--- config.mk ---
export PLATFORM = sky130hd
export DESIGN_NAME = zigzag_reorder_buffer
export DESIGN_NICKNAME = d
export VERILOG_FILES = /design/src/rtl/zigzag_reorder_buffer.sv
export SDC_FILE = /design/constraint.sdc
export NUM_CORES = 1
export LEC_CHECK = 0
export CORE_ASPECT_RATIO = 0.9
export CORE_MARGIN = 2
export CORE_UTILIZATION = 55
export DETAILED_ROUTE_END_ITERATION = 6
export PLACE_DENSITY = 0.82
export SLEW_MARGIN = 20
export SYNTH_ARGS = -nofsm -noshare
export SYNTH_HDL_FRONTEND = slang
export SYNTH_SLANG_ARGS = --single-unit
--- constraint.sdc ---
create_clock -name clock -period 4.83 [get_ports clock]
set_input_delay 0.966 -clock clock [delete_from_list [all_inputs] [get_ports clock]]
set_output_delay 0.966 -clock clock [all_outputs]
set_load 0.02 [all_outputs]
--- src/rtl/zigzag_reorder_buffer.sv ---
// Ping-pong 8x8 block reorder buffer: row-major <-> zig-zag, one sample per cycle sustained.
// Two 64-entry banks; a RAM read stage feeds a held output register.
module zigzag_reorder_buffer #(
  parameter int DATA_WIDTH = 11,
  parameter bit INVERSE    = 1'b0
) (
  input  logic                  clock,
  input  logic                  reset_n,
  input  logic                  clear,
  input  logic                  in_valid,
  output logic                  in_ready,
  input  logic [DATA_WIDTH-1:0] in_data,
  output logic                  out_valid,
  input  logic                  out_ready,
  output logic [DATA_WIDTH-1:0] out_data,
  output logic [5:0]            out_index,
  output logic                  out_last
);

  // Packed table: entry p (6 bits) is the row-major index of zig-zag position p.
  function automatic logic [383:0] build_zz2rm();
    logic [383:0] tab;
    int idx;
    int lo;
    int hi;
    tab = '0;
    idx = 0;
    for (int d = 0; d < 15; d++) begin
      lo = (d > 7) ? d - 7 : 0;
      hi = (d < 7) ? d : 7;
      if ((d % 2) == 1) begin
        for (int r = lo; r <= hi; r++) begin
          tab[idx*6 +: 6] = 6'(8 * r + d - r);
          idx++;
        end
      end else begin
        for (int r = hi; r >= lo; r--) begin
          tab[idx*6 +: 6] = 6'(8 * r + d - r);
          idx++;
        end
      end
    end
    return tab;
  endfunction

  function automatic logic [383:0] build_rm2zz();
    logic [383:0] fwd;
    logic [383:0] inv;
    fwd = build_zz2rm();
    inv = '0;
    for (int p = 0; p < 64; p++) begin
      inv[int'(fwd[p*6 +: 6])*6 +: 6] = 6'(p);
    end
    return inv;
  endfunction

  localparam logic [383:0] ZZ2RM = build_zz2rm();
  localparam logic [383:0] RM2ZZ = build_rm2zz();

  // Writes scatter into the bank so that the drain side always reads addresses 0..63 in order.
  logic [5:0] wr_map [64];
  for (genvar i = 0; i < 64; i++) begin : g_map
    assign wr_map[i] = INVERSE ? ZZ2RM[i*6 +: 6] : RM2ZZ[i*6 +: 6];
  end

  logic [DATA_WIDTH-1:0] mem [128];

  logic [5:0]            wcnt_q, wcnt_d;
  logic                  wb_q, wb_d;
  logic [1:0]            full_q, full_d;
  logic [5:0]            rcnt_q, rcnt_d;
  logic                  rb_q, rb_d;
  logic                  rd_valid_q, rd_valid_d;
  logic [5:0]            rd_index_q, rd_index_d;
  logic [DATA_WIDTH-1:0] rd_data_q, rd_data_d;
  logic                  out_valid_q, out_valid_d;
  logic [DATA_WIDTH-1:0] out_data_q, out_data_d;
  logic [5:0]            out_index_q, out_index_d;
  logic                  out_last_q, out_last_d;

  logic wr_en;
  logic issue;
  logic advance;

  always_comb begin
    wcnt_d      = wcnt_q;
    wb_d        = wb_q;
    full_d      = full_q;
    rcnt_d      = rcnt_q;
    rb_d        = rb_q;
    rd_valid_d  = rd_valid_q;
    rd_index_d  = rd_index_q;
    out_valid_d = out_valid_q;
    out_data_d  = out_data_q;
    out_index_d = out_index_q;
    out_last_d  = out_last_q;

    in_ready = !full_q[wb_q];
    wr_en    = in_valid && in_ready;
    advance  = rd_valid_q && (!out_valid_q || out_ready);
    // A read may issue only when the read stage is empty or moving on this edge.
    issue    = full_q[rb_q] && (!rd_valid_q || advance);
    rd_data_d = issue ? mem[{rb_q, rcnt_q}] : rd_data_q;

    if (wr_en) begin
      wcnt_d = wcnt_q + 6'd1;
      if (wcnt_q == 6'd63) begin
        full_d[wb_q] = 1'b1;
        wb_d         = !wb_q;
      end
    end

    if (issue) begin
      rcnt_d     = rcnt_q + 6'd1;
      rd_index_d = rcnt_q;
      if (rcnt_q == 6'd63) begin
        full_d[rb_q] = 1'b0;
        rb_d         = !rb_q;
      end
    end

    if (issue) begin
      rd_valid_d = 1'b1;
    end else if (advance) begin
      rd_valid_d = 1'b0;
    end

    if (advance) begin
      out_valid_d = 1'b1;
      out_data_d  = rd_data_q;
      out_index_d = rd_index_q;
      out_last_d  = (rd_index_q == 6'd63);
    end else if (out_valid_q && out_ready) begin
      out_valid_d = 1'b0;
    end

    if (clear) begin
      wcnt_d      = '0;
      wb_d        = 1'b0;
      full_d      = 2'b00;
      rcnt_d      = '0;
      rb_d        = 1'b0;
      rd_valid_d  = 1'b0;
      rd_index_d  = '0;
      out_valid_d = 1'b0;
      out_data_d  = '0;
      out_index_d = '0;
      out_last_d  = 1'b0;
    end
  end

  // Bank storage and its read register are intentionally not reset.
  always_ff @(posedge clock) begin
    if (wr_en) begin
      mem[{wb_q, wr_map[wcnt_q]}] <= in_data;
    end
    rd_data_q <= rd_data_d;
  end

  always_ff @(posedge clock or negedge reset_n) begin
    if (!reset_n) begin
      wcnt_q      <= '0;
      wb_q        <= 1'b0;
      full_q      <= 2'b00;
      rcnt_q      <= '0;
      rb_q        <= 1'b0;
      rd_valid_q  <= 1'b0;
      rd_index_q  <= '0;
      out_valid_q <= 1'b0;
      out_data_q  <= '0;
      out_index_q <= '0;
      out_last_q  <= 1'b0;
    end else begin
      wcnt_q      <= wcnt_d;
      wb_q        <= wb_d;
      full_q      <= full_d;
      rcnt_q      <= rcnt_d;
      rb_q        <= rb_d;
      rd_valid_q  <= rd_valid_d;
      rd_index_q  <= rd_index_d;
      out_valid_q <= out_valid_d;
      out_data_q  <= out_data_d;
      out_index_q <= out_index_d;
      out_last_q  <= out_last_d;
    end
  end

  assign out_valid = out_valid_q;
  assign out_data  = out_data_q;
  assign out_index = out_index_q;
  assign out_last  = out_last_q;

endmodule
==> impl_metrics.py, run 1 <==
metrics = {
    "logic_synthesis": {
        "synth-async-reset-ratio_pct": 2.875,
        "synth_cell_types": 68,
        "synth.net_count": 3024,
        "syn_inst": 2995,
        "ys_top_cells_by_area": "edfxtp_1 (74%), mux4_2 (9.8%), mux2i_1 (4.1%)",
        "ys.flop_type": "edfxtp_1",
        "synth_warnings": 0,
        "synth_area_per_cell_um2": 19.25,
        "yosysTopAreaCellShare_pct": 73.92,
        "synth_edf_count": 1419,
        "synth.yosys.seq_area_share_pct": 75.74,
        "yosysTopAreaCell": "edfxtp_1",
        "syn_area_mm2": 0.05765,
        "synth_seq_cells": 1461,
    },
    "global_route": {
        "overflow": 0,
        "grt_pass1_vias": 30979,
        "gr-usage-met3_pct": 7.377,
        "busiest_layer": "met2",
        "grt_max_degree": 121,
        "antenna_found_initial": 5,
        "grt_util_met2_pct": 40.80,
        "gr-usage-met1_pct": 35.24,
        "grt_usage_pct": 26.16,
        "grt_pass1_wl_um": 205800,
    },
    "setup_path": {
        "r2r_cells": 10,
        "critPathMaxFanout": 24,
        "required_ns": 5.29,
        "crit_type": "reg -> reg",
        "timing.rr.end": "mem[33][6]$_DFFE_PP_",
        "regToRegSetupSlack_ns": 0.54,
        "cp.arrival_ns": 4.75,
        "rr_startpoint": "wcnt_q[3]$_DFFE_PN0P_",
        "start_kind": "flip-flop",
        "cp-end-kind": "flip-flop",
    },
    "drt": {
        "routed_wl_um": 140600,
        "via_per_inst": 6.615,
        "post_drt_wl_per_cell_um": 30.04,
        "drt_iter0_markers": 4422,
        "first_pass_iters": 7,
        "ant_nets": 0,
        "drc_errors": 1,
        "vias": 30966,
    },
    "die": {
        "die_area_mm2": 0.1074,
        "die_h_um": 311.1,
        "die_width_um": 345.3,
        "io_pins": 36,
        "start_util_pct": 55.52,
        "coreArea_mm2": 0.1038,
        "rows": 112,
    },
    "clock_tree": {
        "h-tree-depth": 4,
        "cts_resized": 0,
        "numCtsBuffers": 139,
        "cts_setup_buffers": 0,
        "ctsHoldBuffers": 0,
        "cts_tree": "built",
        "cts_sinks": 1461,
        "cts_root_buf": "clkbuf_16",
        "clk_pin_slew_ns": 0.06,
        "worstSkewPairLatency_ns": 0.76,
        "clock_path_buffers": 3,
    },
    "sta": {
        "drv_slew": 0,
        "fin_crit_sh_pct": 88.74,
        "worstMarginPinSlew_ns": 1.200,
        "hold_viol": 0,
        "min_period_ns": 4.286,
        "fin_skew_ns": 0.04032,
        "tns_ns": 0,
        "slew_headroom_pct": 19.82,
        "setup_ws_ns": 0.5438,
        "max_clock_freq_ghz": 0.2333,
        "rsz0062_at_grt": "no",
        "holdWs_ns": 0.3825,
        "setup_viol": 0,
    },
    "placement": {
        "gp_congestion": 0.9460,
        "pre_cts_ws_ns": 0.7403,
        "placed_area_mm2": 0.06072,
        "dpl.hpwl_um": 83320,
        "port_buffers": 35,
    },
    "outcome": {
        "status": "finished, violations left",
        "violations": "DRC",
    },
    "final_layout": {
        "final_cell_mix": "edfxtp_1 (1419), mux4_2 (250), mux2i_1 (239)",
        "final_nets": 3232,
        "layout-drive-gt1-share_pct": 21.50,
        "area.growth.synth_to_final_pct": 13.08,
        "final_common_cell": "edfxtp_1",
        "final_area_mm2": 0.06519,
        "final_util_pct": 62.78,
    },
    "run": {
        "drv_cap": 0,
    },
    "worst_hold_path": {
        "hold_path_class": "in -> async",
    },
    "pwr": {
        "irDropWorstVdd_mv": 0.3602,
        "p_leak_uw": 0.01994,
        "p_per_area_mw_per_mm2": 386.0,
    },
}
final cells by class:
| cell class | count | area [µm²] |
|---|---|---|
| flip-flops and latches | 1461 | 43670 |
| fillers | 6678 | 38650 |
| multi-input cells | 1335 | 13180 |
| clock buffers | 173 | 3680 |
| repair buffers | 256 | 2118 |
| well taps | 1368 | 1712 |
| clock inverters | 77 | 787.0 |
| inverters | 10 | 37.54 |
| diodes | 1 | 2.502 |
registers in the layout (all words and copies together), names as in the netlist, 2 cells and up:
signal	cells
full_q	2
wcnt_q	6
rcnt_q	6
out_data	11
mem	1408
rd_index_q	6
out_index	6
rd_data_q	11
routing by layer:
metal / vias to the layer above / part of all wire (%) / routed length [µm]
met1: 15663 / 36 / 50940
met4: 12 / 4.0 / 5576
li1: 12728 / - / -
met5: - / 0.067 / 94
met3: 374 / 12 / 17480
met2: 2189 / 47 / 66550
critical path, stage by stage (launching register included):
cell and delay, ns:
dfrtp_1 0.87, buf_4 0.33, nand2b_1 0.17, o221ai_1 0.18, o211a_1 0.25, a2111oi_0 0.46
buf_4 0.22, nand3b_1 0.61, buf_4 0.45, nor2_1 0.23, buf_4 0.22
Yosys cell counts, types with 6 or more instances:
| library cell | count |
|---|---|
| inv_1 | 8 |
| a31oi_1 | 27 |
| nand3_4 | 8 |
| or3_1 | 6 |
| a21oi_1 | 88 |
| o21ai_0 | 23 |
| a211oi_1 | 15 |
| nor2b_1 | 12 |
| buf_2 | 57 |
| o32ai_1 | 11 |
| nand2b_1 | 39 |
| nand3_1 | 17 |
| dfrtp_1 | 42 |
| nor3_1 | 64 |
| a22o_1 | 17 |
| ha_1 | 13 |
| and2_1 | 7 |
| o22ai_1 | 90 |
| nor2_1 | 157 |
| clkbuf_1 | 95 |
| mux2i_1 | 239 |
| buf_1 | 33 |
| mux4_2 | 250 |
| a22oi_1 | 117 |
| xor2_1 | 6 |
| nand2_1 | 60 |
| edfxtp_1 | 1419 |
cells by family after synthesis:
family / count (synthesis) / synth area share [%]
buf+inv: 199 / 1.472
mux: 490 / 13.94
compound gates: 425 / 4.977
simple gates: 397 / 3.442
fa+ha+maj: 13 / 0.2822
xor+xnor: 10 / 0.1519
flops: 1461 / 75.74
power by group:
| part | switching (µW) | internal [µW] |
|---|---|---|
| Clock | 4710 | 6000 |
| Combinational | 415 | 101 |
| Sequential | 10.6 | 13900 |
how the worst max path moves through the flow:
| stage | startpoint | end | slack, ns | cells past startpoint |
|---|---|---|---|---|
| after floorplan | wcnt_q[0]$_DFFE_PN0P_ | mem[60][0]$_DFFE_PP_ | 1.0 | 11 |
| after global placement | wcnt_q[3]$_DFFE_PN0P_ | mem[121][5]$_DFFE_PP_ | 0.79 | 9 |
| after detailed placement | wcnt_q[3]$_DFFE_PN0P_ | mem[1][7]$_DFFE_PP_ | 0.74 | 9 |
| after CTS | wcnt_q[3]$_DFFE_PN0P_ | mem[33][1]$_DFFE_PP_ | 0.65 | 10 |
| after global routing | wcnt_q[3]$_DFFE_PN0P_ | mem[1][3]$_DFFE_PP_ | 0.41 | 9 |
| final | wcnt_q[3]$_DFFE_PN0P_ | mem[33][6]$_DFFE_PP_ | 0.54 | 10 |
metrics by stage:
stage               power (µW)  std cells
floorplan                14350       2995
global placement         14680       4429
detailed placement       14710       4430
CTS                      25240       4680
global route             25730       4680
finish                   25160       4681
Power figures use the tool's default switching activity.
==> run 2, diff against run 1 <==
MAX_ROUTING_LAYER = met4   (was unset)
==> impl_metrics.py, run 2 (same netlist as run 1, synthesis figures left out) <==
metrics = {
    "sta": {
        "worstMarginPinSlew_ns": 1.096,
        "max_clock_freq_ghz": 0.2337,
        "fin_skew_ns": 0.03104,
        "hold_viol": 0,
        "slew_headroom_pct": 26.91,
        "drv_slew": 0,
        "rsz0062_at_grt": "no",
        "fin_crit_sh_pct": 88.61,
        "tns_ns": 0,
        "min_period_ns": 4.280,
        "setup_ws_ns": 0.5503,
        "setup_viol": 0,
    },
    "final_layout": {
        "layout-drive-gt1-share_pct": 21.96,
        "largest_reg_flops": 1408,
        "area.growth.synth_to_final_pct": 13.40,
        "final_nets": 3239,
        "final_area_mm2": 0.06537,
        "final_common_cell": "edfxtp_1",
        "final_util_pct": 62.96,
        "final_cell_mix": "edfxtp_1 (1419), mux4_2 (250), mux2i_1 (239)",
    },
    "global_route": {
        "grt_pass1_vias": 31114,
        "grt_max_degree": 104,
        "grt_pass1_wl_um": 209700,
        "grt_usage_pct": 27.54,
        "antenna_found_initial": 5,
        "overflow": 0,
    },
    "clock_tree": {
        "cts_setup_buffers": 0,
        "numCtsBuffers": 140,
        "clock_path_buffers": 3,
        "ctsHoldBuffers": 0,
        "clk_pin_slew_ns": 0.06,
        "worstSkewPairLatency_ns": 0.76,
        "cts_sinks": 1461,
        "cts_resized": 0,
        "cts_root_buf": "clkbuf_16",
        "h-tree-depth": 4,
        "cts_tree": "built",
    },
    "die": {
        "die_width_um": 345.3,
        "die_h_um": 311.1,
        "rows": 112,
        "coreArea_mm2": 0.1038,
        "die_area_mm2": 0.1074,
        "start_util_pct": 55.52,
        "io_pins": 36,
    },
    "pwr": {
        "clkPwrFrac_pct": 43.3,
        "power.share.sequential_pct": 54.6,
        "power_switching_uw": 5162,
        "p_per_area_mw_per_mm2": 390.4,
        "switching_share_pct": 20.23,
        "p_int_uw": 20360,
        "irDropWorstVdd_mv": 0.3417,
        "pwr-share-comb_pct": 2.1,
        "power_uw": 25520,
        "p_leak_uw": 0.02007,
    },
    "drt": {
        "first_pass_iters": 7,
        "drt_iter0_markers": 4894,
        "drc_errors": 3,
        "via_per_inst": 6.664,
        "vias": 31300,
        "ant_nets": 0,
        "routed_wl_um": 143100,
        "post_drt_wl_per_cell_um": 30.47,
    },
    "placement": {
        "placed_area_mm2": 0.06073,
        "gp_congestion": 1.022,
        "dpl.hpwl_um": 83600,
        "port_buffers": 35,
        "pre_cts_ws_ns": 0.7121,
    },
    "setup_path": {
        "path_common_cell": "buf_4",
        "cp.arrival_ns": 4.73,
        "r2r_cells": 9,
        "critPathMaxFanout": 31,
        "start_kind": "flip-flop",
        "regToRegSetupSlack_ns": 0.55,
        "path_buf_inv": 3,
        "crit_chain": "buf_4 > and2_1 > o311ai_0 > o211ai_1 > o2111ai_1 > or3_1 > buf_4 > nor2_1 > buf_4",
        "timing.rr.end": "mem[48][1]$_DFFE_PP_",
        "crit_type": "reg -> reg",
        "rr_startpoint": "wcnt_q[3]$_DFFE_PN0P_",
        "slowest_stage": "dfrtp_1",
        "path_delay_family": "simple AND/OR/NAND/NOR gates",
        "worst_path_largest_cell_delay_ns": 1.04,
        "cp-end-kind": "flip-flop",
        "required_ns": 5.28,
    },
    "outcome": {
        "violations": "DRC",
        "status": "finished, violations left",
    },
    "worst_hold_path": {
        "hold_path_class": "in -> async",
    },
    "run": {
        "drv_cap": 0,
    },
}
run 2: area by class of cell:
class                      count  area [µm²]
antenna                        5       12.51
clock buffer                 175        3730
clock inverter                81       889.6
fill                        6643       38470
inverter                      10       37.54
multi-input combinational   1335       13180
sequential                  1461       43670
tap                         1368        1712
timing repair buffer         262        2136
run 2: layer usage:
| metal | up-vias | global-route usage (%) | wire length, µm |
|---|---|---|---|
| li1 | 12743 | - | - |
| met1 | 15933 | 36.32 | 51850 |
| met2 | 2239 | 41.70 | 67400 |
| met3 | 385 | 6.917 | 17720 |
| met4 | 0 | 10.78 | 6170 |
| met5 | - | - | 0 |
run 2: through the flow:
step                hold slack [ns]  std cells
finish                       0.2208       4697
global route                 0.2592       4697
CTS                          0.3973       4692
detailed placement           0.4953       4436
global placement             0.4829       4436
floorplan                    0.4428       2995
run 2: worst register-to-register path: cells and delay by family (launching register included):
family	cells	cell delay [ns]
buf+inv	3	0.91
flops	1	1.04
simple gates	3	1.17
compound gates	3	0.83
run 2: worst max-delay path by stage:
stage	from	endpoint	slack [ns]	cells past startpoint
after floorplan	wcnt_q[0]$_DFFE_PN0P_	mem[60][0]$_DFFE_PP_	1.0	11
after global placement	wcnt_q[3]$_DFFE_PN0P_	mem[48][0]$_DFFE_PP_	0.79	9
after detailed placement	wcnt_q[3]$_DFFE_PN0P_	mem[90][0]$_DFFE_PP_	0.71	8
after CTS	wcnt_q[3]$_DFFE_PN0P_	mem[48][2]$_DFFE_PP_	0.65	9
after global routing	wcnt_q[3]$_DFFE_PN0P_	mem[48][2]$_DFFE_PP_	0.40	9
final	wcnt_q[3]$_DFFE_PN0P_	mem[48][1]$_DFFE_PP_	0.55	9
run 2: power groups by stage:
| stage | Combinational [µW] | Clock [µW] | Sequential [µW] |
|---|---|---|---|
| 4_1_cts | 508 | 11200 | 13900 |
| 3_5_place_dp | 503 | 0 | 14200 |
| 3_3_place_gp | 487 | 0 | 14200 |
| 2_1_floorplan | 145 | 0 | 14200 |
| 5_1_grt | 547 | 11600 | 13900 |
| 6_report | 527 | 11100 | 13900 |
